`src/rtl/johnson_decoder_pkg.sv`:
```
// Shared types and Johnson-code helpers for the johnson_decoder receive checker.
// Helpers take a zero-extended code plus its real width so one function serves any WIDTH < 32.
package johnson_decoder_pkg;

    typedef enum logic [1:0] {
        UNLOCKED = 2'd0,
        ACQ      = 2'd1,
        LOCKED   = 2'd2
    } jd_state_e;

    localparam int unsigned JC_MAX_W = 32;

    function automatic logic jc_msb(input logic [JC_MAX_W-1:0] code, input int unsigned w);
        return |(code & (JC_MAX_W'(1) << (w - 1)));
    endfunction

    // Legal codes are a run of ones anchored at bit 0, either directly or after inversion.
    function automatic logic jc_legal(input logic [JC_MAX_W-1:0] code, input int unsigned w);
        logic [JC_MAX_W-1:0] mask;
        logic [JC_MAX_W-1:0] v;
        mask = (JC_MAX_W'(1) << w) - JC_MAX_W'(1);
        v    = jc_msb(code, w) ? (~code & mask) : (code & mask);
        return (v & (v + JC_MAX_W'(1))) == '0;
    endfunction

    function automatic int unsigned jc_index(input logic [JC_MAX_W-1:0] code, input int unsigned w);
        logic [JC_MAX_W-1:0] mask;
        int unsigned         ones;
        mask = (JC_MAX_W'(1) << w) - JC_MAX_W'(1);
        ones = int'($countones(code & mask));
        return jc_msb(code, w) ? (2 * w - ones) : ones;
    endfunction

endpackage

```
`src/rtl/johnson_decoder_code_decode.sv`:
```
// Combinational Johnson-code classifier: legality flag and binary state index.
module johnson_code_decode
    import johnson_decoder_pkg::*;
#(
    parameter int unsigned WIDTH = 4,
    parameter int unsigned CNT_W = 3
) (
    input  logic [WIDTH-1:0] code,
    output logic             legal,
    output logic [CNT_W-1:0] idx
);

    logic [JC_MAX_W-1:0] code_ext;

    always_comb begin
        code_ext = JC_MAX_W'(code);
        legal    = jc_legal(code_ext, WIDTH);
        idx      = CNT_W'(jc_index(code_ext, WIDTH));
    end

endmodule

```
`src/rtl/johnson_decoder.sv`:
```
// Johnson-code receive checker: decode, sequence tracking, lock FSM, saturating error count.
// state    | meaning
// UNLOCKED | no trusted reference; next legal sample seeds the run
// ACQ      | counting consecutive in-order samples toward LOCK_N
// LOCKED   | sequence trusted; an out-of-order sample is a step error
module johnson_decoder
    import johnson_decoder_pkg::*;
#(
    parameter int unsigned WIDTH      = 4,
    parameter int unsigned CNT_W      = 3,
    parameter int unsigned LOCK_N     = 3,
    parameter int unsigned ERR_W      = 8,
    parameter bit          ALLOW_HOLD = 1'b0
) (
    input  logic             clk,
    input  logic             rst,
    input  logic [WIDTH-1:0] i,
    input  logic             in_valid,
    output logic [CNT_W-1:0] count,
    output logic             count_vld,
    output logic             illegal,
    output logic             step_err,
    output logic             locked,
    output logic [ERR_W-1:0] err_count
);

    // One spare count of headroom so run_inc never wraps before the >= compare.
    localparam int unsigned      RUN_W    = $clog2(LOCK_N + 2);
    localparam logic [RUN_W-1:0] RUN_LOCK = RUN_W'(LOCK_N);
    localparam logic [CNT_W-1:0] LAST_IDX = CNT_W'(2 * WIDTH - 1);
    localparam logic [ERR_W-1:0] ERR_MAX  = '1;

    jd_state_e        state_q, state_d;
    logic [RUN_W-1:0] run_q, run_d, run_inc;
    logic [CNT_W-1:0] exp_q, exp_d;
    logic [CNT_W-1:0] count_q, count_d;
    logic             count_vld_q, count_vld_d;
    logic             illegal_q, illegal_d;
    logic             step_err_q, step_err_d;
    logic             locked_q, locked_d;
    logic [ERR_W-1:0] err_q, err_d;

    logic             dec_legal;
    logic [CNT_W-1:0] dec_idx;
    logic             in_seq;
    logic             err_bump;

    johnson_code_decode #(
        .WIDTH (WIDTH),
        .CNT_W (CNT_W)
    ) u_decode (
        .code  (i),
        .legal (dec_legal),
        .idx   (dec_idx)
    );

    always_comb begin
        state_d     = state_q;
        run_d       = run_q;
        exp_d       = exp_q;
        count_d     = count_q;
        count_vld_d = 1'b0;
        illegal_d   = 1'b0;
        step_err_d  = 1'b0;
        err_d       = err_q;
        err_bump    = 1'b0;
        run_inc     = run_q + RUN_W'(1);
        in_seq      = (dec_idx == exp_q) ||
                      (ALLOW_HOLD && (dec_idx == count_q) && (state_q != UNLOCKED));

        if (in_valid) begin
            if (!dec_legal) begin
                illegal_d = 1'b1;
                state_d   = UNLOCKED;
                run_d     = '0;
                err_bump  = 1'b1;
            end else begin
                count_d     = dec_idx;
                count_vld_d = 1'b1;
                exp_d       = (dec_idx == LAST_IDX) ? '0 : dec_idx + 1'b1;
                unique case (state_q)
                    UNLOCKED: begin
                        run_d   = RUN_W'(1);
                        state_d = (LOCK_N == 1) ? LOCKED : ACQ;
                    end
                    ACQ: begin
                        if (in_seq) begin
                            run_d   = run_inc;
                            state_d = (run_inc >= RUN_LOCK) ? LOCKED : ACQ;
                        end else begin
                            run_d = RUN_W'(1);
                        end
                    end
                    LOCKED: begin
                        if (!in_seq) begin
                            step_err_d = 1'b1;
                            err_bump   = 1'b1;
                            state_d    = ACQ;
                            run_d      = RUN_W'(1);
                        end
                    end
                    default: begin
                        state_d = UNLOCKED;
                        run_d   = '0;
                    end
                endcase
            end
        end

        if (err_bump && (err_q != ERR_MAX)) begin
            err_d = err_q + 1'b1;
        end
        locked_d = (state_d == LOCKED);
    end

    always_ff @(posedge clk or posedge rst) begin
        if (rst) begin
            state_q     <= UNLOCKED;
            run_q       <= '0;
            exp_q       <= '0;
            count_q     <= '0;
            count_vld_q <= 1'b0;
            illegal_q   <= 1'b0;
            step_err_q  <= 1'b0;
            locked_q    <= 1'b0;
            err_q       <= '0;
        end else begin
            state_q     <= state_d;
            run_q       <= run_d;
            exp_q       <= exp_d;
            count_q     <= count_d;
            count_vld_q <= count_vld_d;
            illegal_q   <= illegal_d;
            step_err_q  <= step_err_d;
            locked_q    <= locked_d;
            err_q       <= err_d;
        end
    end

    assign count     = count_q;
    assign count_vld = count_vld_q;
    assign illegal   = illegal_q;
    assign step_err  = step_err_q;
    assign locked    = locked_q;
    assign err_count = err_q;

endmodule
```
`config.mk`:
```
export PLATFORM = sky130hd
export DESIGN_NAME = johnson_decoder
export DESIGN_NICKNAME = d
export VERILOG_FILES = /design/src/rtl/johnson_decoder_pkg.sv /design/src/rtl/johnson_decoder_code_decode.sv /design/src/rtl/johnson_decoder.sv
export SDC_FILE = /design/constraint.sdc
export NUM_CORES = 1
export LEC_CHECK = 0
export CAP_MARGIN = 20
export CELL_PAD_IN_SITES_DETAIL_PLACEMENT = 1
export CELL_PAD_IN_SITES_GLOBAL_PLACEMENT = 1
export CORE_MARGIN = 8
export CORE_UTILIZATION = 42
export CTS_CLUSTER_DIAMETER = 80
export DETAILED_ROUTE_END_ITERATION = 6
export GPL_TIMING_DRIVEN = 0
export PLACE_DENSITY_LB_ADDON = 0.1
export SYNTH_ARGS = -nofsm -noshare
export SYNTH_HDL_FRONTEND = slang
export SYNTH_SLANG_ARGS = --single-unit
```
`constraint.sdc`:
```
create_clock -name clk -period 4.6 [get_ports clk]
set_clock_uncertainty 0.05 [all_clocks]
set_input_delay 1.15 -clock clk [delete_from_list [all_inputs] [get_ports clk]]
set_output_delay 1.15 -clock clk [all_outputs]
set_load 0.03 [all_outputs]
```
# Word level (Yosys, flattened, before mapping)
# Index checks and enable logic that the tools add are counted.
# word_totals
regBits	23
out_inout_bits	15
word_cells	55
# op_classes
addsub	8
magnitude_cmp	1
n_eq_ne	7
mux	23
n_bitwise	2
n_reduce_logical	5
# op_table
operator	n
$add 32x1->32 const B	1
$and 32x32->32	1
$logic_not 32->1	1
$mux 3	5
$mux 1	10
$mux 2	5
$pmux 3 s3	1
$add 8x1->8 const B	1
$ne 8x8->1 const B	1
$add 3x1->3 const B	2
$pmux 2 s3	1
$add 1x1->2	2
$eq 2x2->1 const B	2
$mux 4	1
$not 4->4	1
$reduce_and 2->1	2
$add 2x2->3	1
$eq 3x3->1	1
$eq 3x3->1 const B	1
$ge 3x2->1 const B	1
$ne 3x3->1 const B	1
$sub 1x3->3 const A	1
$eq 2x1->1 const B	1
$logic_not 2->1	1
$logic_and 1x1->1	1

# Logic depth before layout (Yosys ltp)
# Gate-level depths: netlist (run 1).
# logic_depth
word_depth	10
mapped_depth	12
mapped_depth_nobuf	12

# Modules after synthesis
# From an unflattened synthesis (run 1), not the netlist that was laid out.
# hier_totals
hier_cells	115
hier_area_um2	1291.2
# modules_own_cells
mod	instances	cells_per_inst	area_per_inst_um2
johnson_decoder	1	100	1158.6
johnson_code_decode	1	15	132.6

# Least setup slack after synthesis (run 1)
# Ideal clock, no wire load.
# synth_timing
path_type	input to register
start	input port i[0]
end	register err_q[1] (netlist: err_count[1])
setup_time_ns	0.125
t_arrival_ns	3.917
t_required_ns	4.425
path_slack_ns	0.508
cell_stages	12
path_buffers	0
path_cell_list	inv_1 -> fa_1 -> inv_1 -> ha_1 -> ha_1 -> inv_1 -> ha_1 -> or2b_2 -> xnor2_2 -> a311o_4 -> a21oi_1 -> mux2_2
# synth_via
elab_chain_len	10
word_cells_on_any_way	15
# synth_lines
item	line_no	source
start, declared	johnson_decoder.sv:17	input logic [WIDTH-1:0] i,
branches (longest 7 deep; another with $add 32x1->32)	-	
$mux 1 (*)	johnson_decoder.sv:72	if (!dec_legal) begin
$mux 1 (*)	johnson_decoder.sv:71	if (in_valid) begin
$logic_and 1x1->1 (*)	johnson_decoder.sv:110	if (err_bump && (err_q != ERR_MAX)) begin
end signal, assigned	johnson_decoder.sv:136	err_q <= err_d;
end, declared	johnson_decoder.sv:41	logic [ERR_W-1:0] err_q, err_d;
# Every way passes the cells marked *.
# A chain may end at the register's enable or synchronous reset.

# Final worst setup path (run 1)
# layout_timing
start	input port i[3]
end	register err_q[1] (netlist: err_count[1])
# Same word-level chain as after synthesis.

==> results of run 1 <==
[sequential cells by signal, indices dropped and copies added, names as in the netlist]
| signal | flops |
|---|---|
| exp_q | 3 |
| state_q | 2 |
| illegal | 1 |
| count | 3 |
| step_err | 1 |
| count_vld | 1 |
| run_q | 3 |
| err_count | 8 |
| locked | 1 |
[final cells by class]
type	instances	area (sq um)
buffer	2	7.51
timing repair buffer	20	200
clock buffer	3	22.5
sequential	23	576
fill	367	1420
inverter	15	56.3
multi-input combinational	88	708
tap	44	55.1
clock inverter	1	5.00
[per-stage QoR]
step	instance area, sq um	worst slack [ns]	hold slack [ns]	TNS [ns]	util
after floorplan	1340	0.508	0.420	0	-
after global placement	1600	-0.174	0.412	-0.320	0.524
after detailed placement	1600	-0.282	0.430	-1.24	0.524
after CTS	1630	0.0669	0.459	0	0.533
after global routing	1630	0.00827	0.478	0	0.534
final	1630	0.144	0.452	0	0.534
[report_power, final]
group	total [mW]	leakage [nW]	internal (mW)	switching, mW
Sequential	0.328	0.284	0.262	0.0657
Clock	0.0935	0.0177	0.0324	0.0611
Combinational	0.403	0.455	0.167	0.236
Total	0.825	0.756	0.462	0.363
[worst min-delay path, stage by stage (launching register included)]
cell and delay [ns]:
dfrtp_1 0.36, nand2_1 0.05, o21ai_0 0.06
[synth_stat cells (2+ instances only)]
library cell,count,area [sq um]
xor2_1,11,96.3
inv_1,15,56.3
nand2_1,12,45.0
a211oi_1,4,30.0
nor2_1,3,11.3
mux2i_1,3,30.0
a2111oi_4,2,55.1
xnor2_2,2,32.5
mux2_2,3,33.8
ha_1,8,100
o21ai_0,10,50.1
dfrtp_1,23,576
a21oi_1,4,20.0
a21o_1,2,15.0
nand2b_1,2,12.5
clkbuf_1,2,7.51
nor3_1,3,15.0
nand3_1,5,25.0
[per-layer routing]
layer,wire (microns),vias to the layer above,global-route usage
met4,40,0,0.0333
met2,1390,17,0.193
met1,1370,483,0.147
met3,134,6,0.0234
met5,0,-,0
li1,-,489,-
[logic make-up (layout without fill, tap and decap cells)]
group | after synthesis | after routing | share of synthesized area
buffers and inverters | 17 | 41 | 0.0475
flip-flops | 23 | 23 | 0.428
XOR/XNOR | 14 | 14 | 0.102
multiplexers | 6 | 6 | 0.0475
adder cells (fa/ha/maj) | 9 | 9 | 0.0894
AND/OR/NAND/NOR | 32 | 32 | 0.120
AO/OA/AOI/OAI | 27 | 27 | 0.165
[final timing paths]
check	end	cells after the start	slack [ns]
setup / recovery	err_count[1]$_DFFE_PP0P_	13	0.14
hold / removal	count[2]$_DFFE_PP0P_	2	0.45
setup reg to reg	err_count[1]$_DFFE_PP0P_	5	2.63
hold reg to reg	count[2]$_DFFE_PP0P_	2	0.45
max in group asynchronous	step_err$_DFF_PP0_	2	2.69
min in group asynchronous	err_count[4]$_DFFE_PP0P_	2	1.27
==> metrics.cfg, run 1 <==
[die]
coreArea_sq_um=3050
num_io_pins=22
initial_core_util=0.440
die_h_microns=72.6
die_w_microns=72.6
placementRows=20
dieArea_sq_um=5270

[timing]
worstMarginPinSlew_ns=0.885
fin_crit_sh=0.969
maxSlewHeadroom=0.409
finalMaxSlewViolations=0
setup_viol=0
rsz0062_at_grt=no
fmaxAchievable_mhz=224
period_needed_ns=4.46
hold_viol=0

[route]
viasPerCell=5.08
route.vias.total=995
first_pass_iters=4
drtAntennaViolNets=0
drt-total-wl_microns=2940
route.detailed.drc=0
first_iter_violations=16
routedWlPerCell_microns=15.0

[final_layout]
area_delta_synth_final_pct=21.3
drive_gt1_frac=0.0987
diodes=0
nets=169
fin_cells=196
layout.cells.most_common=dfrtp_1
final_cell_mix=23 x dfrtp_1, 20 x clkdlybuf4s50_1, 15 x inv_1, 12 x nand2_1, 11 x xor2_1

[critical_path]
cp_data_required_time_ns=4.76
cp_max_fo=7
start_kind=input pin
cp_num_buf_inv=4
worstPathArrival_ns=4.62
max_stage_delay_ns=0.58
crit_family=adder cells
cp-end-kind=register
slowest_stage=clkdlybuf4s50_1
startpoint=i[3]
critPathKind=input pin to register
reg2reg_from=exp_q[2]$_DFFE_PP0P_
crit_chain=clkdlybuf4s50_1, inv_1, fa_1, inv_1, ha_1, ha_1, inv_1, ha_1, or2b_2, xnor2_2, a311o_4, a21oi_2, mux2_2

[placed_design]
dp_hpwl_microns=2370
place.gp.congestion=0.850
dp.cells=192
port-buffer-count=20

[hold_path]
hp-class=register to register
min-delay-start=count[2]$_DFFE_PP0P_

[synth]
ys_ff_latch=23
synthFlopType=dfrtp_1
ys_seq_area_frac=0.428
avgSynthCellArea_sq_um=10.5
syn_area_sq_um=1340
synth-edff-count=0
synth_cells=128
yosysWarningCount=0
synth_async_sr_flop_share=1.00
syn-num-nets=144
synth_cell_types=32

[power_and_ir_drop]
leakage_nw=0.756
ir_worst_vdd_v=0.000150
power_mw=0.825
p_per_area_nw_per_um2=506

[clock_network]
cts_resized=0
numCtsBuffers=3
cts_root_buf=clkbuf_4
cts.htree.levels=1
post_cts_buffers=0
cts_sinks=23
cts_tree=yes
path_clk_slew_ns=0.13
clkLatencyLatePin_ns=0.31
clk_path_buf_depth=2
holdBufCountCts=0

[outcome]
status=finished, final reports clean

[global_routing]
grt_max_degree=24
grt_pass1_wl_microns=5000
grt_usage=0.116
antenna_found_initial=0
overflow=0
grt_pass1_vias=1046

[run]
drv_cap=0

No activity file was read; power rests on OpenSTA's default activity.
==> inputs of run 2 (changes only) <==
- CORE_UTILIZATION: 42 -> 34
- GPL_TIMING_DRIVEN: 0 -> 1
==> run 2 against run 1 <==
Against the previous run:
- sequential cell count unchanged
- clock power rose by 34%
- register-to-register slack improved by 0.03 ns
- power grew 6.1%
- non-clock buffer count up 6
- critical path depth unchanged
- critical path type unchanged
- highest routed layer unchanged
==> metrics.cfg, run 2 (synthesized netlist as in run 1, its figures left out) <==
[run]
drv_cap=0  ; unchanged

[placed_design]
place.gp.congestion=0.750  ; -12%
pre_cts_slack_ns=-0.0822  ; +0.200 ns
dp_hpwl_microns=2280  ; -3.4%
port-buffer-count=21  ; +5.0%

[critical_path]
r2r_cells=6  ; +1
critPathKind=input pin to register
cp_max_fo=7  ; unchanged
r2r_end=err_count[0]$_DFFE_PP0P_
reg2reg_from=err_count[2]$_DFFE_PP0P_
rrSetupSlack_ns=2.66  ; +0.03 ns
setup.worst_path.end=err_count[1]$_DFFE_PP0P_
startpoint=i[0]
cp-end-kind=register
start_kind=input pin
cp_data_required_time_ns=4.70  ; -0.06 ns
worstPathArrival_ns=4.47  ; -0.15 ns

[route]
first_iter_violations=38  ; +22
viasPerCell=4.72  ; -7.0%
routedWlPerCell_microns=13.6  ; -9.0%
drt-total-wl_microns=2840  ; -3.4%
route.vias.total=982  ; -1.3%
route.detailed.drc=0  ; unchanged
drtAntennaViolNets=0  ; unchanged
first_pass_iters=4  ; unchanged

[power_and_ir_drop]
leakage_nw=0.799  ; +5.7%
ir_worst_vdd_v=0.000166  ; +11%
p_per_area_nw_per_um2=513  ; +1.3%

[clock_network]
path_clk_slew_ns=0.08  ; -0.05 ns
cts.htree.levels=1  ; unchanged
cts_root_buf=clkbuf_8
cts_tree=yes
cts_resized=0  ; unchanged
cts_sinks=23  ; unchanged
clkLatencyLatePin_ns=0.26  ; -0.05 ns
numCtsBuffers=3  ; unchanged
clk_path_buf_depth=2  ; unchanged
holdBufCountCts=0  ; unchanged
post_cts_buffers=0  ; unchanged

[final_layout]
drive_gt1_frac=0.133  ; +0.0342
area_delta_synth_final_pct=27.1
diodes=0  ; unchanged
final_cell_mix=23 x dfrtp_1, 21 x clkdlybuf4s50_1, 15 x inv_1, 12 x nand2_1, 11 x xor2_1
layout.cells.most_common=dfrtp_1
nets=175  ; +3.6%
final_util=0.436  ; -0.0976
largest_reg_flops=8  ; unchanged

[timing]
finalMaxSlewViolations=0  ; unchanged
rsz0062_at_grt=no
fin_crit_sh=0.951  ; -0.0181
worstMarginPinSlew_ns=0.880  ; -0.00455 ns
fin_ws_ns=0.227  ; +0.0832 ns
hold_viol=0  ; unchanged
setup_viol=0  ; unchanged
maxSlewHeadroom=0.412  ; +0.00304
period_needed_ns=4.37  ; -0.0832 ns
fmaxAchievable_mhz=229  ; +1.9%

[hold_path]
hp-class=register to register

[global_routing]
grt_pass1_vias=1021  ; -2.4%
grt_max_degree=24  ; unchanged
overflow=0  ; unchanged
grt_pass1_wl_microns=4950  ; -0.82%
grt_usage=0.0970  ; -0.0189
antenna_found_initial=0  ; unchanged

[die]
coreArea_sq_um=3910  ; +28%
dieArea_sq_um=6220  ; +18%
placementRows=23  ; +15%
die_h_microns=78.9  ; +8.7%
initial_core_util=0.343  ; -0.0968
die_w_microns=78.9  ; +8.7%
num_io_pins=22  ; unchanged

[outcome]
status=finished, final reports clean

[run 2: cell count changes in the layout (fill, tap and decap cells not counted), sizes merged]
cell,change
clkbuf,-2
clkdlybuf4s50,+1
buf,+7
[run 2: layout make-up]
type / instances / area, sq um
fillers: 466 / 2210
multi-input cells: 88 / 704
flip-flops and latches: 23 / 576
repair buffers: 28 / 263
well taps: 50 / 62.6
inverters: 15 / 56.3
clock buffers: 3 / 41.3
clock inverters: 1 / 5.00
[run 2: through the flow]
step           TNS (ns)  instances  power, mW  hold slack [ns]  cell area [sq um]
3_5_place_dp     -0.121        204      0.761            0.431               1660
4_1_cts               0        208      0.891            0.446               1710
5_1_grt               0        208      0.939            0.471               1710
6_report              0        208      0.875            0.445               1710
3_3_place_gp          0        204      0.751            0.421               1660
2_1_floorplan         0        128      0.585            0.420               1340
[run 2: report_power, final]
part | leakage [nW] | internal (mW) | switching (mW)
Sequential | 0.284 | 0.263 | 0.0634
Combinational | 0.490 | 0.187 | 0.237
Clock | 0.0255 | 0.0603 | 0.0650
[run 2: how the worst min path moves through the flow]
stage	startpoint	to	slack, ns	depth (start not counted)
floorplan	exp_q[0]$_DFFE_PP0P_	exp_q[0]$_DFFE_PP0P_	0.42	2
CTS	count[2]$_DFFE_PP0P_	count[2]$_DFFE_PP0P_	0.45	2
detailed placement	count[2]$_DFFE_PP0P_	count[2]$_DFFE_PP0P_	0.43	2
global placement	count[2]$_DFFE_PP0P_	count[2]$_DFFE_PP0P_	0.42	2
finish	count[2]$_DFFE_PP0P_	count[2]$_DFFE_PP0P_	0.44	2
global route	count[2]$_DFFE_PP0P_	count[2]$_DFFE_PP0P_	0.47	2
[run 2: per-layer routing]
layer,GRT usage,routed length (microns)
met5,0,0
met4,0.0278,25
met3,0.0181,92
met2,0.162,1350
met1,0.125,1370
[run 2: worst max-delay path: stages]
cell and delay, ns:
clkdlybuf4s50_1 0.48, inv_1 0.06, fa_1 0.52, inv_1 0.06
ha_1 0.18, ha_1 0.30, inv_1 0.05, ha_1 0.16
or2b_2 0.33, xnor2_2 0.16, a311o_4 0.47, a21oi_1 0.21
mux2_2 0.35
==> inputs of run 3 (changes only) <==
- ABC_AREA: default -> 1
- CTS_CLUSTER_SIZE: default -> 30
==> run 3 against run 2 <==
Against the previous run:
- non-clock buffer count fell by 7
- register-to-register slack improved by 0.25 ns
- area after synthesis rose by 5.1%
- wire length rose by 17%
- count of clock-buffer cells in the layout did not move
- critical endpoint is now err_count[2]$_DFFE_PP0P_
- sequential power fell by 14%
==> metrics.cfg, run 3 <==
[outcome]
status=finished, final reports clean

[synth]
yosysMostFrequentCell=nand2_1
synth_cells=174  ; +36%
synthFlopType=dfrtp_1
ys_ff_latch=23  ; unchanged
ys_top_cells_by_area=dfrtp_1 41%, nand2_1 14%, ha_1 7.1%
avgSynthCellArea_sq_um=8.12  ; -23%
ys_seq_area_frac=0.407  ; -0.0209
synthTopCellsByCount=51 x nand2_1, 23 x dfrtp_1, 20 x inv_1
yosysWarningCount=0  ; unchanged
synth_async_sr_flop_share=1.00  ; unchanged
yosys.area.top_type=dfrtp_1
syn_area_sq_um=1410  ; +5.1%
synth_cell_types=26  ; -19%
synth-edff-count=0  ; unchanged
syn-num-nets=190  ; +32%
synth.top_cell.area_share=0.407  ; -0.0209

[global_routing]
grt_max_degree=24  ; unchanged
grt_pass1_wl_microns=5840  ; +18%
grt_pass1_vias=1263  ; +24%
grt_usage=0.111  ; +0.0140
overflow=0  ; unchanged
antenna_found_initial=0  ; unchanged

[clock_network]
cts_tree=yes
cts.htree.levels=1  ; unchanged
numCtsBuffers=3  ; unchanged
post_cts_buffers=0  ; unchanged
cts_resized=0  ; unchanged
path_clk_slew_ns=0.09  ; about the same
clk_path_buf_depth=2  ; unchanged
clkLatencyLatePin_ns=0.26  ; about the same
cts_root_buf=clkbuf_8
holdBufCountCts=0  ; unchanged
cts_sinks=23  ; unchanged

[timing]
maxSlewHeadroom=0.402  ; -0.00999
period_needed_ns=3.96  ; -0.410 ns
hold_ws_ns=0.430  ; -0.0151 ns
finalMaxSlewViolations=0  ; unchanged
worstMarginPinSlew_ns=0.895  ; +0.0150 ns
fin_crit_sh=0.862  ; -0.0892
rsz0062_at_grt=no
tns_ns=0  ; unchanged
hold_viol=0  ; unchanged
fmaxAchievable_mhz=252  ; +10%
setup_viol=0  ; unchanged

[critical_path]
critPathKind=input pin to register
cp-end-kind=register
cp_max_fo=9  ; +2
start_kind=input pin
cp_data_required_time_ns=4.71  ; about the same
worstPathArrival_ns=4.07  ; -0.40 ns

[final_layout]
nets=215  ; +23%
largest_reg_flops=8  ; unchanged
fill_cells=497  ; +6.7%
multi_input_area_sq_um=736  ; +4.4%
regArea_sq_um=576  ; unchanged
final_cell_mix=51 x nand2_1, 23 x dfrtp_1, 21 x clkdlybuf4s50_1, 20 x inv_1, 17 x nand3_1
area_delta_synth_final_pct=21.8
final_util=0.430  ; -0.00629
drive_gt1_frac=0.136  ; +0.00345
diodes=0  ; unchanged
layout.cells.most_common=nand2_1

[route]
routedWlPerCell_microns=13.4  ; -1.9%
dr_wl_met2_microns=1580  ; +17%
highest_layer=met4
route.detailed.drc=0  ; unchanged
route.vias.total=1169  ; +19%
drt-total-wl_microns=3320  ; +17%
drtAntennaViolNets=0  ; unchanged
dr_wl_met3_microns=127  ; +38%
viasPerCell=4.71  ; -0.16%
first_iter_violations=26  ; -32%
first_pass_iters=4  ; unchanged
met1Wirelength_microns=1600  ; +16%

[die]
placementRows=23  ; unchanged
dieArea_sq_um=6470  ; +4.1%
die_h_microns=80.5  ; +2.0%
initial_core_util=0.353  ; +0.00979
num_io_pins=22  ; unchanged
coreArea_sq_um=4000  ; +2.2%
die_w_microns=80.5  ; +2.0%

[hold_path]
hp-class=register to register

[power_and_ir_drop]
power_mw=0.690  ; -21%
ir_worst_vdd_v=0.000112  ; -33%
leakage_nw=0.882  ; +10%
p_per_area_nw_per_um2=401  ; -22%

[placed_design]
port-buffer-count=21  ; unchanged
dp_hpwl_microns=2620  ; +15%
place.gp.congestion=0.797  ; +6.2%

[run]
drv_cap=0  ; unchanged

-- run 3: cell count changes after synthesis, sizes merged, moves of 3 or more --
cell    before  now
a211oi       4    0
inv         15   24
mux2         3    0
mux2i        3    0
nand2       12   63
nand3        5   18
nor2         3   12
o21ai       10    5
xor2        11    4
-- run 3: kinds of logic (layout without fill, tap and decap cells) --
group                      count (synthesis)  count (layout)  synth area share
adders and majority gates                  9               9            0.0850
DFF                                       23              23             0.407
xor gates and xnor gates                   9               9            0.0558
buffers and inverters                     25              49            0.0717
and+or+nand+nor                           99              99             0.336
AOI/OAI and AO/OA                          9               9            0.0443
-- run 3: report_power, final --
group / total, mW / leakage, nW / internal, mW / switching [mW]
registers: 0.279 / 0.301 / 0.239 / 0.0402
logic: 0.284 / 0.556 / 0.113 / 0.172
clock network: 0.127 / 0.0255 / 0.0604 / 0.0664
-- run 3: metrics by stage --
step	cell area (sq um)	instances	worst slack [ns]
3_5_place_dp	1670	244	0.318
4_1_cts	1720	248	0.612
6_report	1720	248	0.637
5_1_grt	1720	248	0.375
2_1_floorplan	1410	174	1.18
3_3_place_gp	1670	244	0.418
-- run 3: final timing paths --
kind	from	to	slack, ns	cells past startpoint
worst max-delay path	i[3]	err_count[2]$_DFFE_PP0P_	0.64	20
worst min-delay path	count[1]$_DFFE_PP0P_	count[1]$_DFFE_PP0P_	0.43	2
worst max register to register	err_count[0]$_DFFE_PP0P_	err_count[2]$_DFFE_PP0P_	2.91	7
worst min register to register	count[1]$_DFFE_PP0P_	count[1]$_DFFE_PP0P_	0.43	2
max in group asynchronous	rst	exp_q[1]$_DFFE_PP0P_	2.61	2
min in group asynchronous	rst	state_q[1]$_DFF_PP0_	1.34	2
-- run 3: final cells by class --
class / instances / area share
clock inverters: 1 / 0.00291
well taps: 50 / 0.0364
multi-input cells: 126 / 0.428
flip-flops and latches: 23 / 0.335
repair buffers: 21 / 0.122
clock buffers: 3 / 0.0240
inverters: 24 / 0.0524
-- run 3: critical path, stage by stage --
cell and delay [ns]:
clkdlybuf4s50_1 0.60, inv_2 0.09, fa_1 0.49, inv_1 0.06
ha_1 0.18, ha_1 0.30, inv_1 0.05, ha_1 0.16
inv_1 0.07, nand2_1 0.05, nand2_1 0.09, nand2_2 0.08
nand2_2 0.07, nand2_1 0.08, nand2_2 0.12, nand2_4 0.06
nand2_4 0.12, nand2_4 0.10, nand2_1 0.09, nand2_1 0.05
-- run 3: per-layer routing --
layer	global-route usage	vias to the layer above
met4	0.0309	0
li1	-	593
met5	0	-
met1	0.142	561
met2	0.180	13
met3	0.0257	2
